[src/rtl/p2_matrix_multiply_if.sv]
// Board-side signal bundle for p2_matrix_multiply: display select, 7-segment digits and status.
interface p2_matrix_multiply_if;
    logic        SW0;
    logic [6:0]  HEX0;
    logic [6:0]  HEX1;
    logic [6:0]  HEX2;
    logic [6:0]  HEX3;
    logic [6:0]  HEX4;
    logic [6:0]  HEX5;
    logic [31:0] result;
    logic        done;

    modport master (
        output SW0,
        input  HEX0, HEX1, HEX2, HEX3, HEX4, HEX5, result, done
    );

    modport slave (
        input  SW0,
        output HEX0, HEX1, HEX2, HEX3, HEX4, HEX5, result, done
    );
endinterface

[src/rtl/p2_matrix_multiply.sv]
// C = A x B over constant N x N ROMs, one MAC per clock; reports the sum of all C elements,
// a sticky done flag and a six-digit hex display of either the sum or the cycle count.
module p2_matrix_multiply #(
    parameter int N  = 4,
    parameter int DW = 8
) (
    input  logic                CLOCK_50,
    input  logic                KEY0,
    p2_matrix_multiply_if.slave bus
);
    localparam int IW = (N > 1) ? $clog2(N) : 1;
    localparam logic [IW-1:0] IMAX = IW'(N - 1);

    typedef enum logic [1:0] {IDLE, RUN, DONE} state_t;

    state_t          state;
    state_t          next_state;
    logic [IW-1:0]   i;
    logic [IW-1:0]   j;
    logic [IW-1:0]   k;
    logic [31:0]     result;
    logic [23:0]     cnt;
    logic            done;
    logic            mac_en;
    logic            last_mac;
    logic [DW-1:0]   a_val;
    logic [DW-1:0]   b_val;
    logic [2*DW-1:0] prod;
    logic [31:0]     disp;

    // A[r][c] = N*r + c + 1
    function automatic logic [DW-1:0] rom_a(input logic [IW-1:0] r, input logic [IW-1:0] c);
        return DW'(N * int'(r) + int'(c) + 1);
    endfunction

    // B[r][c] = N*N - (N*r + c)
    function automatic logic [DW-1:0] rom_b(input logic [IW-1:0] r, input logic [IW-1:0] c);
        return DW'(N * N - (N * int'(r) + int'(c)));
    endfunction

    // Active-low hex digit, bit0 = segment a .. bit6 = segment g
    function automatic logic [6:0] seg7(input logic [3:0] h);
        case (h)
            4'h0:    return 7'b1000000;
            4'h1:    return 7'b1111001;
            4'h2:    return 7'b0100100;
            4'h3:    return 7'b0110000;
            4'h4:    return 7'b0011001;
            4'h5:    return 7'b0010010;
            4'h6:    return 7'b0000010;
            4'h7:    return 7'b1111000;
            4'h8:    return 7'b0000000;
            4'h9:    return 7'b0010000;
            4'hA:    return 7'b0001000;
            4'hB:    return 7'b0000011;
            4'hC:    return 7'b1000110;
            4'hD:    return 7'b0100001;
            4'hE:    return 7'b0000110;
            default: return 7'b0001110;
        endcase
    endfunction

    assign a_val = rom_a(i, k);
    assign b_val = rom_b(k, j);
    assign prod  = a_val * b_val;

    // State register; a low KEY0 at any edge restarts from IDLE
    always_ff @(posedge CLOCK_50) begin
        if (!KEY0) state <= IDLE;
        else       state <= next_state;
    end

    // Next state: IDLE -> RUN on the first released edge, RUN -> DONE with the final MAC
    always_comb begin
        next_state = state;
        case (state)
            IDLE:    next_state = RUN;
            RUN:     if (last_mac) next_state = DONE;
            DONE:    next_state = DONE;
            default: next_state = IDLE;
        endcase
    end

    // Control outputs of the FSM
    always_comb begin
        mac_en   = (state == RUN);
        last_mac = mac_en && (i == IMAX) && (j == IMAX) && (k == IMAX);
    end

    // Datapath: accumulate, count, walk k (inner), j, i (outer); everything holds outside RUN
    always_ff @(posedge CLOCK_50) begin
        if (!KEY0) begin
            i      <= '0;
            j      <= '0;
            k      <= '0;
            result <= '0;
            cnt    <= '0;
            done   <= 1'b0;
        end else if (mac_en) begin
            result <= result + 32'(prod);
            cnt    <= cnt + 24'd1;
            if (k == IMAX) begin
                k <= '0;
                if (j == IMAX) begin
                    j <= '0;
                    i <= (i == IMAX) ? '0 : i + 1'b1;
                end else begin
                    j <= j + 1'b1;
                end
            end else begin
                k <= k + 1'b1;
            end
            if (last_mac) done <= 1'b1;
        end
    end

    // Display source select; SW0 only steers the digits
    always_comb begin
        disp = bus.SW0 ? {8'h00, cnt} : result;
    end

    assign bus.HEX0   = seg7(disp[3:0]);
    assign bus.HEX1   = seg7(disp[7:4]);
    assign bus.HEX2   = seg7(disp[11:8]);
    assign bus.HEX3   = seg7(disp[15:12]);
    assign bus.HEX4   = seg7(disp[19:16]);
    assign bus.HEX5   = seg7(disp[23:20]);
    assign bus.result = result;
    assign bus.done   = done;
endmodule

[src/flat_wrapper.sv]
// flat-port wrapper written by rule: the top's interface ports become plain ports
module p2_matrix_multiply_flat 
#(
    parameter int N  = 4,
    parameter int DW = 8
)
  (CLOCK_50, KEY0, bus_SW0, bus_HEX0, bus_HEX1, bus_HEX2, bus_HEX3, bus_HEX4, bus_HEX5, bus_result, bus_done);
  p2_matrix_multiply_if bus_i ();
  input  logic CLOCK_50;
  input  logic KEY0;
  input wire logic [$bits(bus_i.SW0)-1:0] bus_SW0;
  output wire logic [$bits(bus_i.HEX0)-1:0] bus_HEX0;
  output wire logic [$bits(bus_i.HEX1)-1:0] bus_HEX1;
  output wire logic [$bits(bus_i.HEX2)-1:0] bus_HEX2;
  output wire logic [$bits(bus_i.HEX3)-1:0] bus_HEX3;
  output wire logic [$bits(bus_i.HEX4)-1:0] bus_HEX4;
  output wire logic [$bits(bus_i.HEX5)-1:0] bus_HEX5;
  output wire logic [$bits(bus_i.result)-1:0] bus_result;
  output wire logic [$bits(bus_i.done)-1:0] bus_done;
  assign bus_i.SW0 = bus_SW0;
  assign bus_HEX0 = bus_i.HEX0;
  assign bus_HEX1 = bus_i.HEX1;
  assign bus_HEX2 = bus_i.HEX2;
  assign bus_HEX3 = bus_i.HEX3;
  assign bus_HEX4 = bus_i.HEX4;
  assign bus_HEX5 = bus_i.HEX5;
  assign bus_result = bus_i.result;
  assign bus_done = bus_i.done;
  p2_matrix_multiply #(.N(N), .DW(DW)) u_core (.CLOCK_50(CLOCK_50), .KEY0(KEY0), .bus(bus_i));
endmodule
[config.mk]
export PLATFORM = sky130hd
export DESIGN_NAME = p2_matrix_multiply_flat
export DESIGN_NICKNAME = d
export VERILOG_FILES = /design/src/rtl/p2_matrix_multiply_if.sv /design/src/rtl/p2_matrix_multiply.sv /design/src/flat_wrapper.sv
export SDC_FILE = /design/constraint.sdc
export NUM_CORES = 1
export LEC_CHECK = 0
export ABC_CLOCK_PERIOD_IN_PS = 5650
export CORE_ASPECT_RATIO = 0.8
export CORE_MARGIN = 2
export CORE_UTILIZATION = 30
export CTS_BUF_LIST = sky130_fd_sc_hd__clkbuf_16
export DETAILED_ROUTE_END_ITERATION = 10
export PLACE_DENSITY = 0.47
export SETUP_SLACK_MARGIN = 0.4
export SKIP_LAST_GASP = 1
export SLEW_MARGIN = 20
export SYNTH_ARGS = -nofsm -noshare
export SYNTH_HDL_FRONTEND = slang
export SYNTH_SLANG_ARGS = --single-unit
[constraint.sdc]
create_clock -name CLOCK_50 -period 5.65 [get_ports CLOCK_50]
set_clock_uncertainty 0.2 [all_clocks]
set_input_delay 0.565 -clock CLOCK_50 [delete_from_list [all_inputs] [get_ports CLOCK_50]]
set_output_delay 0.565 -clock CLOCK_50 [all_outputs]
set_load 0.01 [all_outputs]
==> flow_summary.rst <==
.. list-table::
   :header-rows: 1

   * - Metric
     - Value
   * - Most frequent standard cell in the layout excluding fill and tap cells
     - nand2_1
   * - Count of flip-flops with a built-in enable after synthesis
     - 0
   * - Net count of the finished layout
     - 875
   * - Post-Synthesis Net Count
     - slightly above 800
   * - Run status
     - finished clean
   * - Vias/cell
     - about 5.0
   * - Post-synth top area share
     - approximately 22%
   * - Row cnt
     - 45
   * - Part of the Yosys area used for sequential elements
     - between 20 and 25%
   * - Clk sinks
     - 65
   * - Maximum operating frequency
     - ~200 MHz
   * - Commonest register cell after synthesis
     - dfxtp_1
   * - Number of standard cells in the final layout excluding fillers
     - roughly 1,000
   * - Synth area leaders
     - dfxtp_1 22%, ha_1 15%, mux2i_1 9.7%
   * - Critical Path AT
     - ~5 ns
   * - Number of antenna violations at the first check in global routing
     - 0
   * - Post CTS Setup Buffer Count
     - 0
   * - Routed wire length per instance
     - 15.0 um
   * - Required time worst endpoint
     - about 5.7 ns
   * - Area enclosed by the die boundary
     - approximately 21,000 um2
   * - Clock buffer depth
     - 2
   * - Final Hold Viols
     - 0
   * - Count of routing violations after the opening detailed-route iteration
     - between 300 and 400
   * - Origin of the worst setup path
     - u_core.j[0]
   * - Count of TritonRoute iterations in the first routing pass
     - 4
   * - Commonest cells after routing, fill and taps aside
     - 79 x nand2_1, 76 x clkdlybuf4s50_1, 69 x ha_1
   * - First-pass GRT wire length
     - 25,500 um
   * - Overall overflow remaining after global route
     - 0
   * - Count of buffers from port buffering
     - between 70 and 80
   * - Initial core utilization
     - between 30% and 40%
   * - Max-Cap Viols
     - 0
   * - Maximum number of pins on one net before global-route repair
     - just over 50
   * - Yosys Warn Count
     - 0
   * - Multi-input gate area
     - 4270 um2
   * - Number of library cell types mapped by synthesis
     - 49
   * - Most area-hungry cell type in the Yosys netlist
     - dfxtp_1
   * - Largest voltage drop on the vdd net
     - approximately 0.14 mV
   * - CTS root buf
     - clkbuf_16
   * - Number of top-level pins
     - 78
   * - Critical Path End Type
     - flop
   * - Die height
     - ~130 um
   * - Netlist area before placement
     - 5910 um2
   * - Proportion of layout cells with a drive suffix above 1
     - around 5.3%
   * - Global router's overall resource usage
     - between 10% and 20%
   * - Transition time of the tightest slew-check pin
     - a little over 0.9 ns
   * - Placeable Area
     - 19,100 um2
   * - TritonCTS clock tree
     - built
   * - Total power
     - around 1.7 mW
   * - Async SR Flop Fraction
     - 0%
   * - Final min period
     - 4.98 ns
   * - Total via count in the routed design
     - 5,246
   * - Final setup violation count
     - 0
   * - Number of antenna-violating nets in the routed design
     - 0
   * - Via count of the first global-routing pass
     - ~5,100
   * - Hold Crit Start
     - u_core.bus.done
   * - Synthesized instance count
     - a little over 700
   * - Setup CP Type
     - reg2reg
   * - Min setup slack post-route
     - about 0.67 ns
   * - Sort of element at the start of the critical path
     - flop
   * - H-Tree Depth
     - 3
   * - Worst-path clk slew
     - ~0.060 ns
   * - RSZ-0062 raised after global routing
     - yes
   * - Dpl hpwl
     - ~12,000 um
   * - Leakage power
     - between 3 and 4 nW
   * - Area occupied by registers
     - approximately 1300 um2
   * - Wirelength, routed
     - approximately 16,000 um
   * - Critical Path Fanout Max
     - 9
   * - Source of the worst register-to-register timing path
     - u_core.j[0]
   * - Power Density
     - ~230 nW/um2
   * - Post-route setup TNS
     - 0 ns
   * - Fill cell total of the finished layout
     - roughly 2,000
   * - Area growth, synth to finish
     - 22.5%
   * - Clock latency at the later pin of the worst-skew pair
     - around 0.34 ns
   * - Die X-Extent
     - approximately 160 um
   * - Post-route DRC violation count
     - 0
   * - Slew Limit Fails
     - 0
   * - Post-placement worst setup slack
     - approximately 0.43 ns
   * - TritonCTS Buffers
     - 9
   * - Part of the cycle the worst path needs
     - ~88%
   * - Register bit count reported by yosys
     - 65
   * - Number of placed instances, taps included
     - between 1,000 and 1,500
   * - Post-synthesis average cell area
     - approximately 8 um2
   * - Post-CTS Hold Buffers
     - 0
   * - Antenna diode count
     - 0
   * - GP Congestion
     - approximately 0.91
   * - Hold WC Path Type
     - reg2reg
   * - Max-Slew Margin vs Limit
     - between 30 and 40%
## what timing repair did
action | 4_1_cts | 5_1_grt
gates resized for setup | 1 | 6
endpoints found under the setup margin | 1 | 20
pin swaps | 0 | 0
## synth_stat cells (2+ instances only)
cell type / instances
a21oi_1: 43
o2bb2ai_1: 4
and4_1: 6
o31ai_1: 9
nand3_1: 25
or2_2: 3
nand2_1: 79
nor3_1: 3
buf_2: 7
or3_1: 10
and3_1: 6
nand2b_1: 21
clkbuf_1: 20
xor2_1: 12
mux4_2: 2
and2_1: 9
a22oi_1: 4
a21o_1: 6
nor2b_1: 5
a21boi_0: 2
o22ai_1: 4
fa_1: 18
a32o_1: 8
xnor2_1: 7
a22o_1: 4
nand3b_1: 4
nor2_1: 51
a31oi_1: 4
mux2_2: 8
nand4_1: 15
o32ai_1: 2
o21ai_0: 24
ha_1: 70
mux2i_1: 57
dfxtp_1: 65
inv_1: 66
o211ai_1: 4
a211oi_1: 16
or4_1: 6
## metal layers
layer | track usage [%] | vias to the layer above | routed length (um)
li1 | - | 2658 | -
met1 | 21.5 | 2476 | 8310
met2 | 23.8 | 94 | 6650
met3 | 3.23 | 18 | 534
met4 | 3.47 | 0 | 170
met5 | 0 | - | 0
## kinds of logic after synthesis
kind of cell	synth area share (%)
muxes	11.9
adders and majority gates	20.9
xor gates and xnor gates	2.82
DFF	22.0
and+or+nand+nor	20.8
AOI/OAI and AO/OA	15.4
buffers and inverters	6.12
## metrics by stage
step	utilization [%]	cell area [um2]	hold slack, ns
finish	37.8	7240	0.276
global route	37.8	7240	0.306
CTS	37.7	7210	0.285
detailed placement	36.2	6920	0.268
global placement	36.2	6920	0.257
floorplan	-	5910	0.252
## flip-flops by register name, summed over array words and instances, names as in the netlist
name and flops:
u_core.bus.done 1, u_core.j 2, u_core.state 2, u_core.k 2, u_core.cnt 24, u_core.i 2
u_core.bus.result 32
## worst max-delay path, stage by stage (launching register included)
cell       delay, ns
dfxtp_2         0.41
inv_1           0.08
ha_1            0.24
inv_1           0.07
ha_1            0.25
nand2b_1        0.17
fa_1            0.42
fa_1            0.52
inv_1           0.04
ha_1            0.27
inv_1           0.05
fa_1            0.54
inv_1           0.04
ha_1            0.33
o211ai_1        0.11
or3_4           0.43
a2111oi_1       0.47
mux2i_1         0.25
## path summary, 6_finish.rpt
check	slack, ns	to	cells past startpoint
worst max-delay path	0.67	u_core.bus.result[31]	17
worst min-delay path	0.28	u_core.bus.done	2
worst max register to register	0.67	u_core.bus.result[31]	17
worst min register to register	0.28	u_core.bus.done	2
## layout make-up
| class | count | area share (%) |
|---|---|---|
| multi-input cells | 560 | 59.0 |
| flip-flops and latches | 65 | 18.0 |
| repair buffers | 82 | 11.1 |
| well taps | 258 | 4.46 |
| inverters | 66 | 3.42 |
| clock buffers | 9 | 3.11 |
| clock inverters | 7 | 0.864 |
## power by group
part / internal [mW] / total [mW] / switching, mW / leakage [nW]
clock: 0.337 / 0.548 / 0.212 / 0.142
combinational: 0.253 / 0.581 / 0.328 / 2.35
sequential: 0.486 / 0.523 / 0.0369 / 0.525
total: 1.08 / 1.65 / 0.577 / 3.02
Power figures use the tool's default switching activity.
